$ cat config.mk
export PLATFORM = sky130hd
export DESIGN_NAME = alu_mc
export DESIGN_NICKNAME = d
export VERILOG_FILES = /design/src/rtl/alu_mc.sv
export SDC_FILE = /design/constraint.sdc
export NUM_CORES = 1
export LEC_CHECK = 0
export BUFFER_PORTS_ARGS = -buffer_cell sky130_fd_sc_hd__buf_2
export CAP_MARGIN = 20
export CORE_AREA = 2 2 257 259
export DETAILED_ROUTE_END_ITERATION = 16
export DIE_AREA = 0 0 259 261
export PLACE_DENSITY_LB_ADDON = 0.3
export RECOVER_POWER = 50
export SLEW_MARGIN = 20
export SYNTH_ARGS = -nofsm -noshare
export SYNTH_HDL_FRONTEND = slang
export SYNTH_SLANG_ARGS = --single-unit
export TNS_END_PERCENT = 10
$ cat constraint.sdc
create_clock -name clk -period 6.14 [get_ports clk]
set_clock_uncertainty 0.05 [all_clocks]
set_input_delay 0 -clock clk [delete_from_list [all_inputs] [get_ports clk]]
set_output_delay 0 -clock clk [all_outputs]
set_load 0.005 [all_outputs]
$ cat src/rtl/alu_mc.sv
// Multi-cycle RV-style integer ALU: single-cycle base ops, iterative shift-add MUL
// and restoring DIV/REM (one bit per cycle), with a valid/ready request/result handshake.
module alu_mc #(
    parameter int XLEN = 32,
    parameter int SHW  = $clog2(XLEN)
) (
    input  logic            clk,
    input  logic            rst_n,
    input  logic            op_valid,
    output logic            op_ready,
    input  logic [XLEN-1:0] operand1,
    input  logic [XLEN-1:0] operand2,
    input  logic [2:0]      funct3_alu,
    input  logic            Type_alu,
    input  logic            m_ext,
    output logic            res_valid,
    input  logic            res_ready,
    output logic [XLEN-1:0] result,
    output logic            busy
);

    typedef enum logic [1:0] {
        IDLE = 2'd0,
        CALC = 2'd1,
        DONE = 2'd2
    } state_t;

    localparam logic [XLEN-1:0] MOST_NEG = {1'b1, {(XLEN-1){1'b0}}};
    localparam logic [XLEN-1:0] ALL_ONES = {XLEN{1'b1}};
    localparam logic [SHW-1:0]  CNT_LAST = SHW'(XLEN - 1);

    state_t            state_reg, state_next;
    logic [XLEN-1:0]   result_reg, result_next;
    logic [SHW-1:0]    cnt_reg, cnt_next;
    logic [XLEN-1:0]   acc_reg, acc_next;
    logic [XLEN-1:0]   opa_reg, opa_next;
    logic [XLEN-1:0]   opb_reg, opb_next;
    logic              is_mul_reg, is_mul_next;
    logic              rem_sel_reg, rem_sel_next;
    logic              neg_reg, neg_next;

    // ------------------------------------------------------------------
    // Single-cycle datapath, evaluated on the live inputs at acceptance
    // ------------------------------------------------------------------
    logic [SHW-1:0]    shamt;
    logic              shift_left;
    logic              shift_fill;
    logic [XLEN-1:0]   op1_rev;
    logic [XLEN-1:0]   shr_out;
    logic [XLEN-1:0]   shl_res;
    logic [XLEN-1:0]   shr_stage [0:SHW];
    logic [XLEN-1:0]   add_res;
    logic              slt_res;
    logic              sltu_res;
    logic [XLEN-1:0]   base_res;

    assign shamt      = operand2[SHW-1:0];
    assign shift_left = (funct3_alu == 3'b001);
    assign shift_fill = (funct3_alu == 3'b101) && Type_alu && operand1[XLEN-1];

    // Left shifts reuse the right-shift network on a bit-reversed operand
    generate
        for (genvar gi = 0; gi < XLEN; gi++) begin : g_rev
            assign op1_rev[gi] = operand1[XLEN-1-gi];
            assign shl_res[gi] = shr_out[XLEN-1-gi];
        end
    endgenerate

    assign shr_stage[0] = shift_left ? op1_rev : operand1;

    generate
        for (genvar gi = 0; gi < SHW; gi++) begin : g_shift
            localparam int STEP = 1 << gi;
            assign shr_stage[gi+1] = shamt[gi]
                ? {{STEP{shift_fill}}, shr_stage[gi][XLEN-1:STEP]}
                : shr_stage[gi];
        end
    endgenerate

    assign shr_out  = shr_stage[SHW];
    assign add_res  = (Type_alu && funct3_alu == 3'b000) ? (operand1 - operand2)
                                                        : (operand1 + operand2);
    assign slt_res  = $signed(operand1) < $signed(operand2);
    assign sltu_res = operand1 < operand2;

    always_comb begin
        base_res = '0;
        case (funct3_alu)
            3'b000:  base_res = add_res;
            3'b001:  base_res = shl_res;
            3'b010:  base_res = {{(XLEN-1){1'b0}}, slt_res};
            3'b011:  base_res = {{(XLEN-1){1'b0}}, sltu_res};
            3'b100:  base_res = operand1 ^ operand2;
            3'b101:  base_res = shr_out;
            3'b110:  base_res = operand1 | operand2;
            default: base_res = operand1 & operand2;
        endcase
    end

    // ------------------------------------------------------------------
    // M-extension setup: magnitudes, sign fix-up flags and fast paths
    // ------------------------------------------------------------------
    logic              div_signed;
    logic              a_neg, b_neg;
    logic [XLEN-1:0]   a_mag, b_mag;
    logic              div_zero;
    logic              div_ovf;
    logic              mul_op;
    logic              start_iter;
    logic [XLEN-1:0]   quick_res;

    assign div_signed = ~funct3_alu[0];
    assign a_neg      = div_signed & operand1[XLEN-1];
    assign b_neg      = div_signed & operand2[XLEN-1];
    assign a_mag      = a_neg ? (~operand1 + 1'b1) : operand1;
    assign b_mag      = b_neg ? (~operand2 + 1'b1) : operand2;
    assign div_zero   = (operand2 == '0);
    assign div_ovf    = div_signed && (operand1 == MOST_NEG) && (operand2 == ALL_ONES);
    assign mul_op     = (funct3_alu == 3'b000);
    assign start_iter = m_ext && (mul_op || (funct3_alu[2] && !div_zero && !div_ovf));

    // funct3[1] selects remainder among the divide group
    always_comb begin
        quick_res = '0;
        if (!m_ext) begin
            quick_res = base_res;
        end else if (funct3_alu[2]) begin
            if (div_zero) begin
                quick_res = funct3_alu[1] ? operand1 : ALL_ONES;
            end else if (div_ovf) begin
                quick_res = funct3_alu[1] ? '0 : operand1;
            end
        end
    end

    // ------------------------------------------------------------------
    // One iteration step of shift-add multiply / restoring divide
    // ------------------------------------------------------------------
    logic [XLEN-1:0]   mul_acc;
    logic [XLEN:0]     rem_sh;
    logic [XLEN:0]     div_diff;
    logic              div_ge;
    logic [XLEN-1:0]   div_rem;
    logic [XLEN-1:0]   div_quo;
    logic [XLEN-1:0]   div_final;

    assign mul_acc   = acc_reg + (opa_reg[0] ? opb_reg : '0);
    assign rem_sh    = {acc_reg, opa_reg[XLEN-1]};
    assign div_diff  = rem_sh - {1'b0, opb_reg};
    assign div_ge    = ~div_diff[XLEN];
    assign div_rem   = div_ge ? div_diff[XLEN-1:0] : rem_sh[XLEN-1:0];
    assign div_quo   = {opa_reg[XLEN-2:0], div_ge};
    assign div_final = rem_sel_reg ? (neg_reg ? (~div_rem + 1'b1) : div_rem)
                                   : (neg_reg ? (~div_quo + 1'b1) : div_quo);

    // ------------------------------------------------------------------
    // FSM
    // ------------------------------------------------------------------
    always_comb begin
        state_next   = state_reg;
        result_next  = result_reg;
        cnt_next     = cnt_reg;
        acc_next     = acc_reg;
        opa_next     = opa_reg;
        opb_next     = opb_reg;
        is_mul_next  = is_mul_reg;
        rem_sel_next = rem_sel_reg;
        neg_next     = neg_reg;
        case (state_reg)
            IDLE: begin
                if (op_valid) begin
                    if (start_iter) begin
                        state_next   = CALC;
                        cnt_next     = '0;
                        acc_next     = '0;
                        is_mul_next  = mul_op;
                        rem_sel_next = funct3_alu[1];
                        neg_next     = funct3_alu[1] ? a_neg : (a_neg ^ b_neg);
                        opa_next     = mul_op ? operand2 : a_mag;
                        opb_next     = mul_op ? operand1 : b_mag;
                    end else begin
                        state_next  = DONE;
                        result_next = quick_res;
                    end
                end
            end
            CALC: begin
                cnt_next = cnt_reg + 1'b1;
                if (is_mul_reg) begin
                    acc_next = mul_acc;
                    opa_next = opa_reg >> 1;
                    opb_next = opb_reg << 1;
                end else begin
                    acc_next = div_rem;
                    opa_next = div_quo;
                end
                if (cnt_reg == CNT_LAST) begin
                    state_next  = DONE;
                    result_next = is_mul_reg ? mul_acc : div_final;
                end
            end
            DONE: begin
                if (res_ready) begin
                    state_next = IDLE;
                end
            end
            default: state_next = IDLE;
        endcase
    end

    always_ff @(posedge clk or negedge rst_n) begin
        if (!rst_n) begin
            state_reg   <= IDLE;
            result_reg  <= '0;
            cnt_reg     <= '0;
            acc_reg     <= '0;
            opa_reg     <= '0;
            opb_reg     <= '0;
            is_mul_reg  <= 1'b0;
            rem_sel_reg <= 1'b0;
            neg_reg     <= 1'b0;
        end else begin
            state_reg   <= state_next;
            result_reg  <= result_next;
            cnt_reg     <= cnt_next;
            acc_reg     <= acc_next;
            opa_reg     <= opa_next;
            opb_reg     <= opb_next;
            is_mul_reg  <= is_mul_next;
            rem_sel_reg <= rem_sel_next;
            neg_reg     <= neg_next;
        end
    end

    assign op_ready  = (state_reg == IDLE);
    assign res_valid = (state_reg == DONE);
    assign busy      = (state_reg == CALC);
    assign result    = result_reg;

endmodule

Yosys cells after proc, flatten, opt, wreduce, memory -nomap -nowiden
Cells that the tools add are included.

Logic and storage cells: 118. Output and inout bits: 35. Register bits after elaboration: 138.

Order comparisons: 2. Muxes and demuxes: 49. Add/subtract/negate cells: 9. Equal/unequal tests: 17. Bitwise gates (word level): 12. Reductions and logical operators: 20.

Operator list (number): two-way mux 32 bit (35); one-hot mux 32 bit (2 select lines) (4); one-hot mux 32 bit (7 select lines) (1); adder 32 x 1 -> 32 bit (second input constant) (4); inverter 32 bit (4); adder 32 bit (2); equality test 32 bit (second input constant) (2); < comparator 32 bit (2); subtractor 33 x 32 -> 33 bit (1); bitwise AND 32 bit (1); zero test 32 bit (1); OR 32 bit (1); subtractor 32 bit (1); bitwise XOR 32 bit (1); two-way mux 5 bit (2); one-hot mux 5 bit (2 select lines) (1); equality test 3 bit (second input constant) (3); AND reduction 3 bit (3); logical AND 1 bit (8); two-way mux 2 bit (4); inequality test 2 x 1 -> 1 bit (second input constant) (4); AND reduction 4 bit (2); equality test 3 x 2 -> 1 bit (second input constant) (2); one-hot mux 2 bit (3 select lines) (1); 15 further kinds (19).

Logic depth before layout (Yosys ltp)
Gate-level depths: netlist of the first run.

Depth after elaboration: 13. Depth in mapped cells: 26.

Least setup slack after synthesis of the first run
OpenSTA, ideal clock, no wires.

Path type: register to register. From: register opa_reg[31]. To: register result_reg[28], in the netlist result[28]. Setup time: 133 ps. Period minus slack after synthesis: 5596 ps. Setup slack: 544 ps. Arrival time: 5414 ps. Path buffers: 4. Required time: 5957 ps. Cell stages (with the launch flop): 26. Cell sequence: dfrtp_1 inv_1 ha_1 fa_1 nor2b_1 o31a_1 o21ai_2 o31ai_2 a21boi_4 xnor2_2 buf_6 inv_4 buf_6 buf_6 clkbuf_1 a21oi_1 ha_1 or4b_1 or3_1 mux2_4 nor3_4 nand2_1 a2111oi_4 mux2_1 a211oi_1 a211oi_2.

Longest elaborated chain between the ends: 9. Elaborated cells between the ends (all ways): 13. Classes of those cells: add/sub (3); mux (7); bitwise (3).

Ends and longest elaborated chain: start: declaration (line 36) `logic [XLEN-1:0] opa_reg, opa_next;`; start signal: assignment (line 227) `opa_reg <= opa_next;`; subtractor 33 x 32 -> 33 bit (line 149) `assign div_diff = rem_sh - {1'b0, opb_reg};`; two-way mux 32 bit / inverter 1 bit (equally long branches) (line 151, 150); inverter 32 bit, on equally long branches (line 153, 154); adder 32 x 1 -> 32 bit, on equally long branches (line 153, 154); two-way mux 32 bit, on equally long branches (line 153, 154); two-way mux 32 bit (*) (line 153) `assign div_final = rem_sel_reg ? (neg_reg ? (~div_rem + 1'b1) : div_rem)`; two-way mux 32 bit (*) (line 199) `result_next = is_mul_reg ? mul_acc : div_final;`; two-way mux 32 bit (*) (line 197) `if (cnt_reg == CNT_LAST) begin`; one-hot mux 32 bit (2 select lines) (*) (line 169) `case (state_reg)`; end signal: assignment (line 224) `result_reg <= result_next;`; end: declaration (line 33) `logic [XLEN-1:0] result_reg, result_next;`.

Every way passes the cells marked *; elsewhere a longest branch is shown, timed or not. The select of a mux whose other input is x is not followed. A chain may end at the register's enable or synchronous reset.

Worst setup path after layout of the first run
Same ends and word-level chain as after synthesis.

==> results of run 1 <==
## worst max path at each step
stage | start | endpoint | depth (start not counted)
global route | acc_reg[16] | result[28] | 19
finish | opa_reg[31] | result[28] | 21
floorplan | opa_reg[31] | result[28] | 25
detailed placement | opa_reg[31] | result[28] | 21
CTS | opa_reg[31] | result[28] | 21
global placement | opa_reg[31] | result[28] | 21
## timing repair
| item | CTS | global route |
|---|---|---|
| hold endpoints to repair | 87 | 0 |
| buffers inserted | 0 | 0 |
| hold buffers | 4 | 0 |
| setup endpoints to repair | 0 | 0 |
## layer usage
layer / up-vias / wire [um] / GRT usage (%)
met2: 1416 / 47570 / 48.88
met5: - / 13 / 0
met1: 12300 / 45760 / 42.05
met3: 267 / 9660 / 4.230
li1: 11660 / - / -
met4: 2 / 5717 / 15.56
## where the power goes
group | switching, mW | internal, mW | total [mW]
clock | 0.446 | 0.656 | 1.10
combinational | 4.65 | 2.47 | 7.12
sequential | 0.628 | 1.31 | 1.94
total | 5.73 | 4.44 | 10.2
## worst register-to-register path, cell delays in order (launching register included)
cell and delay [ns]:
sky130_fd_sc_hd__dfrtp_1 0.42, sky130_fd_sc_hd__inv_1 0.06, sky130_fd_sc_hd__ha_1 0.22, sky130_fd_sc_hd__fa_1 0.41, sky130_fd_sc_hd__nor2b_1 0.20, sky130_fd_sc_hd__o31a_1 0.28, sky130_fd_sc_hd__o21ai_2 0.14, sky130_fd_sc_hd__o31ai_2 0.43
sky130_fd_sc_hd__a21boi_4 0.15, sky130_fd_sc_hd__xnor2_4 0.23, sky130_fd_sc_hd__inv_4 0.09, sky130_fd_sc_hd__a21oi_1 0.28, sky130_fd_sc_hd__ha_1 0.35, sky130_fd_sc_hd__or4b_1 0.48, sky130_fd_sc_hd__or3_1 0.32, sky130_fd_sc_hd__mux2_4 0.29
sky130_fd_sc_hd__nor3_4 0.29, sky130_fd_sc_hd__nand2_1 0.16, sky130_fd_sc_hd__a2111oi_4 0.21, sky130_fd_sc_hd__mux2_1 0.35, sky130_fd_sc_hd__a211oi_1 0.29, sky130_fd_sc_hd__a211oi_2 0.08
## cells by family (layout without fill, tap and decap cells)
group                    count (synthesis)  count (layout)
AND/OR/NAND/NOR                       1039            1039
flip-flops                             138             138
XOR/XNOR                               147             147
adder cells (fa/ha/maj)                170             170
other                                    0               1
multiplexers                           184             184
buffers and inverters                  386             354
AO/OA/AOI/OAI                         1145            1145
## layout make-up
type                       count  area (um2)  share of cell area [%]
antenna                        1       2.502                 0.01032
clock buffer                  23       467.9                   1.929
clock inverter                 8       120.1                  0.4952
inverter                     150       568.0                   2.342
multi-input combinational   2685       17520                   72.24
sequential                   138        3458                   14.26
tap                          864        1081                   4.457
timing repair buffer         173        1035                   4.266
## layout by cell type (no fill, tap or decap), types with 62 or more instances in the layout
master / netlist / final
sky130_fd_sc_hd__dfrtp_1: 138 / 136
sky130_fd_sc_hd__a211oi_1: 120 / 120
sky130_fd_sc_hd__xnor2_1: 116 / 116
sky130_fd_sc_hd__nand2_1: 246 / 246
sky130_fd_sc_hd__buf_2: 12 / 82
sky130_fd_sc_hd__nor2_1: 438 / 437
sky130_fd_sc_hd__a21oi_1: 367 / 366
sky130_fd_sc_hd__o21ai_0: 232 / 232
sky130_fd_sc_hd__inv_1: 147 / 146
sky130_fd_sc_hd__mux2i_1: 161 / 161
sky130_fd_sc_hd__nor3_1: 80 / 80
sky130_fd_sc_hd__ha_1: 166 / 166
sky130_fd_sc_hd__nand3_1: 62 / 62
==> flow_summary.html, run 1 <==
<table>
<tr><th>Metric</th><th>Value</th></tr>
<tr><th colspan="2">STA</th></tr>
<tr><td>Time the final worst path needs with I/O delays and setup</td><td>5.913 ns</td></tr>
<tr><td>Worst hold slack across all endpoints</td><td>0.02748 ns</td></tr>
<tr><td>Number of pins exceeding their max-slew limit in the final report</td><td>55</td></tr>
<tr><td>Final setup slack of the worst path</td><td>0.2271 ns</td></tr>
<tr><td>RSZ-0062 raised after global routing</td><td>false</td></tr>
<tr><td>Tightest Pin Transition</td><td>3.310 ns</td></tr>
<tr><td>Final Hold Viols</td><td>0</td></tr>
<tr><td>Tcrit/Tclk final</td><td>96.30%</td></tr>
<tr><td>Highest clock frequency the design can meet</td><td>169.1 MHz</td></tr>
<tr><td>Sum Neg Setup Slack</td><td>0 ns</td></tr>
<tr><td>Final Setup Violations</td><td>0</td></tr>
<tr><td>Tightest slew margin relative to the limit</td><td>-120.6%</td></tr>
<tr><th colspan="2">Layout</th></tr>
<tr><td>Fraction of layout instances using a drive strength above 1</td><td>7.617%</td></tr>
<tr><td>Area grow syn2layout</td><td>8.067%</td></tr>
<tr><td>Post-layout util</td><td>37.29%</td></tr>
<tr><td>Filler instances</td><td>7026</td></tr>
<tr><td>Post-route cell area</td><td>0.02425 mm2</td></tr>
<tr><td>Final-stage net count</td><td>3408</td></tr>
<tr><td>Final Non-Filler Cells</td><td>4042</td></tr>
<tr><th colspan="2">Power</th></tr>
<tr><td>Cell Pwr Density</td><td>419.1 mW/mm2</td></tr>
<tr><td>Leakage power total</td><td>10.13 nW</td></tr>
<tr><td>Overall power of the completed layout</td><td>10.17 mW</td></tr>
<tr><td>Worst supply voltage drop on vdd</td><td>0.1980 mV</td></tr>
<tr><th colspan="2">Logic synthesis</th></tr>
<tr><td>Number of synthesized register bits</td><td>138</td></tr>
<tr><td>Cell area after synthesis</td><td>0.02244 mm2</td></tr>
<tr><td>Cells taking the most area after synthesis</td><td>sky130_fd_sc_hd__dfrtp_1 15%, sky130_fd_sc_hd__ha_1 9.3%, sky130_fd_sc_hd__a21oi_1 8.2%, sky130_fd_sc_hd__nor2_1 7.3%, sky130_fd_sc_hd__mux2i_1 7.2%</td></tr>
<tr><td>Synth Flop Type</td><td>sky130_fd_sc_hd__dfrtp_1</td></tr>
<tr><td>Synth top area share</td><td>15.39%</td></tr>
<tr><td>Synthesized instance count</td><td>3209</td></tr>
<tr><td>Largest area contributor in the netlist</td><td>sky130_fd_sc_hd__dfrtp_1</td></tr>
<tr><td>Compound-Gate Fraction of Synth Area</td><td>32.79%</td></tr>
<tr><td>Number of warnings reported in the yosys synthesis log</td><td>0</td></tr>
<tr><td>Most instantiated library cell after synthesis</td><td>sky130_fd_sc_hd__nor2_1</td></tr>
<tr><td>Arithmetic-cell share of the synthesized area counting full adders, half adders and majority gates</td><td>9.611%</td></tr>
<tr><td>Synthesized-area fraction occupied by xor and xnor cells</td><td>5.770%</td></tr>
<tr><td>Multiplexer fraction of the synthesized cell area</td><td>8.803%</td></tr>
<tr><td>Post-synthesis area per instance</td><td>6.994 um2</td></tr>
<tr><td>Most common library cells after synthesis</td><td>438 x sky130_fd_sc_hd__nor2_1, 367 x sky130_fd_sc_hd__a21oi_1, 246 x sky130_fd_sc_hd__nand2_1, 232 x sky130_fd_sc_hd__o21ai_0, 193 x sky130_fd_sc_hd__clkbuf_1</td></tr>
<tr><td>Distinct cell type count after synthesis</td><td>102</td></tr>
<tr><td>Share of synthesized flip-flops with an asynchronous set or reset</td><td>100.0%</td></tr>
<tr><td>Sequential area share after synthesis</td><td>15.39%</td></tr>
<tr><td>Main combinational cell family by area after synthesis</td><td>compound AO/OA/AOI/OAI gates</td></tr>
<tr><td>Simple-gate area share of the yosys netlist</td><td>20.89%</td></tr>
<tr><td>Net count after synthesis</td><td>3452</td></tr>
<tr><td>Number of synthesized flops with an enable pin</td><td>0</td></tr>
<tr><th colspan="2">Placed design</th></tr>
<tr><td>Total half-perimeter wirelength after legalization and detailed placement</td><td>84060 um</td></tr>
<tr><td>Gp weighted congestion</td><td>1.039</td></tr>
<tr><td>Number of buffers inserted by port buffering</td><td>107</td></tr>
<tr><td>Count of placed standard cells including taps</td><td>4006</td></tr>
<tr><td>Placement-stage cell area</td><td>0.02366 mm2</td></tr>
<tr><td>Setup slack after placement</td><td>0.3523 ns</td></tr>
<tr><th colspan="2">Global route</th></tr>
<tr><td>Sum of overflow across all layers after global routing</td><td>0</td></tr>
<tr><td>Initial antenna violation count</td><td>4</td></tr>
<tr><td>Via count of the first global-routing pass</td><td>23630</td></tr>
<tr><td>Total Routing Usage GR</td><td>31.19%</td></tr>
<tr><td>Global-route wire length before repair</td><td>158300 um</td></tr>
<tr><td>Pin count of the biggest net entering global routing</td><td>86</td></tr>
<tr><th colspan="2">Critical path</th></tr>
<tr><td>Required time at the worst-slack endpoint</td><td>6.42 ns</td></tr>
<tr><td>Cell seen most often among critical-path stages</td><td>sky130_fd_sc_hd__ha_1</td></tr>
<tr><td>Count of buffer and inverter cells on the critical path</td><td>2</td></tr>
<tr><td>Worst-path cell chain</td><td>inv_1 -&gt; ha_1 -&gt; fa_1 -&gt; nor2b_1 -&gt; o31a_1 -&gt; o21ai_2 -&gt; o31ai_2 -&gt; a21boi_4 -&gt; xnor2_4 -&gt; inv_4 -&gt; a21oi_1 -&gt; ha_1 -&gt; or4b_1 -&gt; or3_1 -&gt; mux2_4 -&gt; nor3_4 -&gt; nand2_1 -&gt; a2111oi_4 -&gt; mux2_1 -&gt; a211oi_1 -&gt; a211oi_2</td></tr>
<tr><td>R2r worst-path depth</td><td>21</td></tr>
<tr><td>Type of element capturing the critical path</td><td>flip-flop</td></tr>
<tr><td>Reg2Reg Capture Point</td><td>result[28]</td></tr>
<tr><td>Crit-path max cell delay</td><td>0.48 ns</td></tr>
<tr><td>Largest fanout on the critical path</td><td>9</td></tr>
<tr><td>Crit Path Class</td><td>flip-flop to flip-flop</td></tr>
<tr><td>R2r setup slk</td><td>0.23 ns</td></tr>
<tr><td>Master of the slowest instance on the critical path</td><td>sky130_fd_sc_hd__or4b_1</td></tr>
<tr><td>Category of the worst setup path launch point</td><td>flip-flop</td></tr>
<tr><td>Worst endpoint data arrival time</td><td>6.20 ns</td></tr>
<tr><td>Top delay family on crit path</td><td>compound AO/OA/AOI/OAI gates</td></tr>
<tr><td>Reg2reg start</td><td>opa_reg[31]</td></tr>
<tr><th colspan="2">Job</th></tr>
<tr><td>Number of max-cap violations</td><td>1</td></tr>
<tr><th colspan="2">Clock tree</th></tr>
<tr><td>Maximum count of clock buffers along a single path</td><td>2</td></tr>
<tr><td>Clock Root Buffer</td><td>sky130_fd_sc_hd__clkbuf_16</td></tr>
<tr><td>Number of buffers created by CTS</td><td>17</td></tr>
<tr><td>Clock-pin slew on the worst setup and hold paths</td><td>0.06 ns</td></tr>
<tr><td>Clk_lat worst skew</td><td>0.46 ns</td></tr>
<tr><td>TritonCTS clock tree</td><td>yes</td></tr>
<tr><td>CTS Sinks</td><td>138</td></tr>
<tr><td>CTS-repair resized insts</td><td>0</td></tr>
<tr><td>Total number of H-tree levels</td><td>4</td></tr>
<tr><th colspan="2">Detailed routing</th></tr>
<tr><td>DRC Markers</td><td>0</td></tr>
<tr><td>Total Wirelength</td><td>108700 um</td></tr>
<tr><td>Antenna Nets Post-Route</td><td>0</td></tr>
<tr><td>Total vias in the final route</td><td>25640</td></tr>
<tr><td>Drt first pass iters</td><td>6</td></tr>
<tr><td>Vias per cell</td><td>6.344</td></tr>
<tr><td>First DRT Iteration DRCs</td><td>3447</td></tr>
<tr><td>Average wire per standard cell</td><td>26.90 um</td></tr>
<tr><th colspan="2">Die</th></tr>
<tr><td>Width of the die</td><td>259 um</td></tr>
<tr><td>Die area</td><td>0.06760 mm2</td></tr>
<tr><td>Starting Density</td><td>34.51%</td></tr>
<tr><td>Core Region</td><td>0.06504 mm2</td></tr>
<tr><td>Top-level port count</td><td>108</td></tr>
<tr><td>Die H</td><td>261 um</td></tr>
<tr><td>Row cnt</td><td>94</td></tr>
<tr><th colspan="2">Run status</th></tr>
<tr><td>Violated checks</td><td>capacitance limit, slew limit</td></tr>
<tr><td>Run status</td><td>finished, violations left</td></tr>
<tr><th colspan="2">Worst hold path</th></tr>
<tr><td>Worst Hold Depth</td><td>3</td></tr>
<tr><td>Path type of the worst min-delay path</td><td>input pin to flip-flop</td></tr>
<tr><td>Hold Path Origin</td><td>operand2[20]</td></tr>
<tr><td>Worst Hold Endpoint</td><td>opa_reg[20]</td></tr>
</table>
Note: power is estimated with default switching activity, not from simulation.
==> run 2, diff against run 1 <==
Settings changed: ABC_AREA set to 1, CORE_AREA 2 2 257 259 to 2 2 265 267, DIE_AREA 0 0 259 261 to 0 0 267 269, MAX_ROUTING_LAYER set to met4.
==> run 2 against run 1 <==
Against the previous run: the run still ends with capacitance limit, slew limit left; sequential share of layout area shrank 0.89 points; clock power shrank 5%; synthesized cell count increased by 33%; global-route usage is 1.2 points higher; combinational power is 31% higher; critical path depth rose by 15; setup slack improved by 0.93 ns; largest power group unchanged.
==> flow_summary.html, run 2 <==
<table>
<tr><th>Metric</th><th>Value</th></tr>
<tr><th colspan="2">Logic synthesis</th></tr>
<tr><td>Number of synthesized flops with an enable pin</td><td>0</td></tr>
<tr><td>Number of synthesized register bits</td><td>138</td></tr>
<tr><td>Distinct cell type count after synthesis</td><td>65</td></tr>
<tr><td>Most common library cells after synthesis</td><td>1169 x sky130_fd_sc_hd__nand2_1, 553 x sky130_fd_sc_hd__inv_1, 431 x sky130_fd_sc_hd__o21ai_0, 401 x sky130_fd_sc_hd__nor2_1, 300 x sky130_fd_sc_hd__nand3_1</td></tr>
<tr><td>Net count after synthesis</td><td>4516</td></tr>
<tr><td>Synthesized instance count</td><td>4273</td></tr>
<tr><td>Synth top area share</td><td>18.28%</td></tr>
<tr><td>Largest area contributor in the netlist</td><td>sky130_fd_sc_hd__nand2_1</td></tr>
<tr><td>Cells taking the most area after synthesis</td><td>sky130_fd_sc_hd__nand2_1 18%, sky130_fd_sc_hd__dfrtp_1 14%, sky130_fd_sc_hd__o21ai_0 9.0%, sky130_fd_sc_hd__ha_1 8.7%, sky130_fd_sc_hd__inv_1 8.6%</td></tr>
<tr><td>Post-synthesis area per instance</td><td>5.619 um2</td></tr>
<tr><td>Most instantiated library cell after synthesis</td><td>sky130_fd_sc_hd__nand2_1</td></tr>
<tr><td>Synth Flop Type</td><td>sky130_fd_sc_hd__dfrtp_1</td></tr>
<tr><td>Share of synthesized flip-flops with an asynchronous set or reset</td><td>100.0%</td></tr>
<tr><td>Number of warnings reported in the yosys synthesis log</td><td>0</td></tr>
<tr><td>Sequential area share after synthesis</td><td>14.38%</td></tr>
<tr><td>Cell area after synthesis</td><td>0.02401 mm2</td></tr>
<tr><th colspan="2">Detailed routing</th></tr>
<tr><td>Drt first pass iters</td><td>6</td></tr>
<tr><td>Total Wirelength</td><td>114900 um</td></tr>
<tr><td>Average wire per standard cell</td><td>22.09 um</td></tr>
<tr><td>First DRT Iteration DRCs</td><td>3425</td></tr>
<tr><td>Vias per cell</td><td>5.604</td></tr>
<tr><td>DRC Markers</td><td>0</td></tr>
<tr><td>Antenna Nets Post-Route</td><td>0</td></tr>
<tr><td>Total vias in the final route</td><td>29150</td></tr>
<tr><th colspan="2">Layout</th></tr>
<tr><td>Fraction of layout instances using a drive strength above 1</td><td>6.389%</td></tr>
<tr><td>Post-route cell area</td><td>0.02583 mm2</td></tr>
<tr><td>Commonest cells after routing, fill and taps aside</td><td>1168 x sky130_fd_sc_hd__nand2_1, 550 x sky130_fd_sc_hd__inv_1, 431 x sky130_fd_sc_hd__o21ai_0</td></tr>
<tr><td>Most common library cell in the layout ignoring fill and taps</td><td>sky130_fd_sc_hd__nand2_1</td></tr>
<tr><td>Final-stage net count</td><td>4487</td></tr>
<tr><td>Area grow syn2layout</td><td>7.593%</td></tr>
<tr><th colspan="2">Die</th></tr>
<tr><td>Core Region</td><td>0.06930 mm2</td></tr>
<tr><td>Die H</td><td>269 um</td></tr>
<tr><td>Top-level port count</td><td>108</td></tr>
<tr><td>Width of the die</td><td>267 um</td></tr>
<tr><td>Starting Density</td><td>34.65%</td></tr>
<tr><td>Row cnt</td><td>97</td></tr>
<tr><td>Die area</td><td>0.07182 mm2</td></tr>
<tr><th colspan="2">Run status</th></tr>
<tr><td>Run status</td><td>finished, violations left</td></tr>
<tr><td>Violated checks</td><td>capacitance limit, slew limit</td></tr>
<tr><th colspan="2">Clock tree</th></tr>
<tr><td>Hold buffer count at CTS</td><td>4</td></tr>
<tr><td>Total number of H-tree levels</td><td>4</td></tr>
<tr><td>Clock-pin slew on the worst setup and hold paths</td><td>0.07 ns</td></tr>
<tr><td>Clk_lat worst skew</td><td>0.46 ns</td></tr>
<tr><td>CTS-repair resized insts</td><td>0</td></tr>
<tr><td>Clock Root Buffer</td><td>sky130_fd_sc_hd__clkbuf_16</td></tr>
<tr><td>TritonCTS clock tree</td><td>yes</td></tr>
<tr><td>Count of buffers added by post-CTS timing repair for setup</td><td>0</td></tr>
<tr><td>CTS Sinks</td><td>138</td></tr>
<tr><td>Maximum count of clock buffers along a single path</td><td>2</td></tr>
<tr><td>Number of buffers created by CTS</td><td>17</td></tr>
<tr><th colspan="2">Power</th></tr>
<tr><td>Worst supply voltage drop on vdd</td><td>0.3428 mV</td></tr>
<tr><td>Leakage power total</td><td>12.92 nW</td></tr>
<tr><td>Cell Pwr Density</td><td>468.6 mW/mm2</td></tr>
<tr><th colspan="2">STA</th></tr>
<tr><td>Tightest slew margin relative to the limit</td><td>-226.6%</td></tr>
<tr><td>Tcrit/Tclk final</td><td>81.16%</td></tr>
<tr><td>Final Setup Violations</td><td>0</td></tr>
<tr><td>Final setup slack of the worst path</td><td>1.157 ns</td></tr>
<tr><td>Time the final worst path needs with I/O delays and setup</td><td>4.983 ns</td></tr>
<tr><td>Tightest Pin Transition</td><td>4.900 ns</td></tr>
<tr><td>Number of pins exceeding their max-slew limit in the final report</td><td>83</td></tr>
<tr><td>RSZ-0062 raised after global routing</td><td>false</td></tr>
<tr><td>Highest clock frequency the design can meet</td><td>200.7 MHz</td></tr>
<tr><td>Final Hold Viols</td><td>0</td></tr>
<tr><td>Worst hold slack across all endpoints</td><td>0.06630 ns</td></tr>
<tr><td>Sum Neg Setup Slack</td><td>0 ns</td></tr>
<tr><th colspan="2">Critical path</th></tr>
<tr><td>Crit Path Class</td><td>flip-flop to flip-flop</td></tr>
<tr><td>Master of the slowest instance on the critical path</td><td>sky130_fd_sc_hd__fa_1</td></tr>
<tr><td>Required time at the worst-slack endpoint</td><td>6.45 ns</td></tr>
<tr><td>Cell seen most often among critical-path stages</td><td>sky130_fd_sc_hd__nand2_1</td></tr>
<tr><td>Type of element capturing the critical path</td><td>flip-flop</td></tr>
<tr><td>Crit-path max cell delay</td><td>0.46 ns</td></tr>
<tr><td>Count of buffer and inverter cells on the critical path</td><td>6</td></tr>
<tr><td>Top delay family on crit path</td><td>simple AND/OR/NAND/NOR gates</td></tr>
<tr><td>Category of the worst setup path launch point</td><td>flip-flop</td></tr>
<tr><td>Largest fanout on the critical path</td><td>7</td></tr>
<tr><td>Worst endpoint data arrival time</td><td>5.29 ns</td></tr>
<tr><th colspan="2">Global route</th></tr>
<tr><td>Initial antenna violation count</td><td>4</td></tr>
<tr><td>Via count of the first global-routing pass</td><td>26990</td></tr>
<tr><td>Sum of overflow across all layers after global routing</td><td>0</td></tr>
<tr><td>Global-route wire length before repair</td><td>169300 um</td></tr>
<tr><td>Total Routing Usage GR</td><td>32.42%</td></tr>
<tr><td>Pin count of the biggest net entering global routing</td><td>90</td></tr>
<tr><th colspan="2">Worst hold path</th></tr>
<tr><td>Path type of the worst min-delay path</td><td>input pin to flip-flop</td></tr>
<tr><th colspan="2">Placed design</th></tr>
<tr><td>Gp weighted congestion</td><td>1.085</td></tr>
<tr><td>Setup slack after placement</td><td>1.242 ns</td></tr>
<tr><td>Placement-stage cell area</td><td>0.02525 mm2</td></tr>
<tr><td>Number of buffers inserted by port buffering</td><td>107</td></tr>
<tr><td>Total half-perimeter wirelength after legalization and detailed placement</td><td>91910 um</td></tr>
<tr><th colspan="2">Job</th></tr>
<tr><td>Number of max-cap violations</td><td>1</td></tr>
</table>
==> run 2: cell count changes in the layout (fill, tap and decap cells not counted), sizes merged, moves of 48 or more <==
cell | previous run | this run
inv | 149 | 572
nand3 | 63 | 308
xnor2 | 117 | 7
a21o | 51 | 3
nand2 | 247 | 1206
mux2i | 161 | 11
a21oi | 369 | 303
a211oi | 123 | 8
o21ai | 245 | 467
==> run 2: worst min-delay path: stages <==
cell	delay (ns)
sky130_fd_sc_hd__buf_2	0.19
sky130_fd_sc_hd__o221ai_1	0.15
sky130_fd_sc_hd__o221ai_1	0.08
sky130_fd_sc_hd__nand2_1	0.05
sky130_fd_sc_hd__o21ai_0	0.06
==> run 2: metrics by stage <==
step | power, mW | cells | util (%)
finish | 12.11 | 5201 | 37.28
global route | 13.24 | 5200 | 37.27
CTS | 11.94 | 5197 | 37.33
detailed placement | 10.82 | 5161 | 36.44
global placement | 10.81 | 5161 | 36.44
floorplan | 8.236 | 4273 | -
==> run 2: cell families (layout without fill, tap and decap cells) <==
logic type / after synthesis / after routing / synth area share, %
AND/OR/NAND/NOR: 2117 / 2117 / 37.75
AO/OA/AOI/OAI: 1002 / 1002 / 23.53
buffers and inverters: 765 / 749 / 12.34
adder cells (fa/ha/maj): 170 / 170 / 8.984
flip-flops: 138 / 138 / 14.38
XOR/XNOR: 70 / 70 / 2.554
multiplexers: 11 / 11 / 0.4586
other: 0 / 4 / 0
==> run 2: area by class of cell <==
| type | count | area, um2 |
|---|---|---|
| Clock inverter | 15 | 153.9 |
| Timing Repair Buffer | 151 | 847.1 |
| Multi-Input combinational cell | 3370 | 17640 |
| Fill cell | 7869 | 43470 |
| Sequential cell | 138 | 3455 |
| Tap cell | 940 | 1176 |
| Antenna cell | 4 | 10.01 |
| Clock buffer | 17 | 425.4 |
| Inverter | 566 | 2128 |
==> run 2: power breakdown <==
group | leakage (nW) | switching, mW | internal [mW]
logic | 10.9 | 6.64 | 2.72
clock network | 0.276 | 0.482 | 0.572
registers | 1.73 | 0.377 | 1.32
==> run 2: path summary, 6_finish.rpt <==
kind | slack [ns] | endpoint | depth (start not counted) | startpoint
worst min register to register | 0.43 | result[29] | 2 | result[29]
worst max register to register | 1.16 | result[30] | 36 | opa_reg[31]
max in group asynchronous | 1.48 | opa_reg[26] | 2 | rst_n
min in group asynchronous | 1.82 | opb_reg[4] | 2 | rst_n
worst min-delay path | 0.07 | opa_reg[13] | 5 | operand2[13]
worst max-delay path | 1.16 | result[30] | 36 | opa_reg[31]
==> run 2: per-layer routing <==
metal	global-route usage (%)	vias up	wire length, um
met5	-	-	0
met4	20.62	0	8693
met3	2.584	274	7792
met2	49.94	1365	50570
met1	41.15	13470	47810
li1	-	14040	-
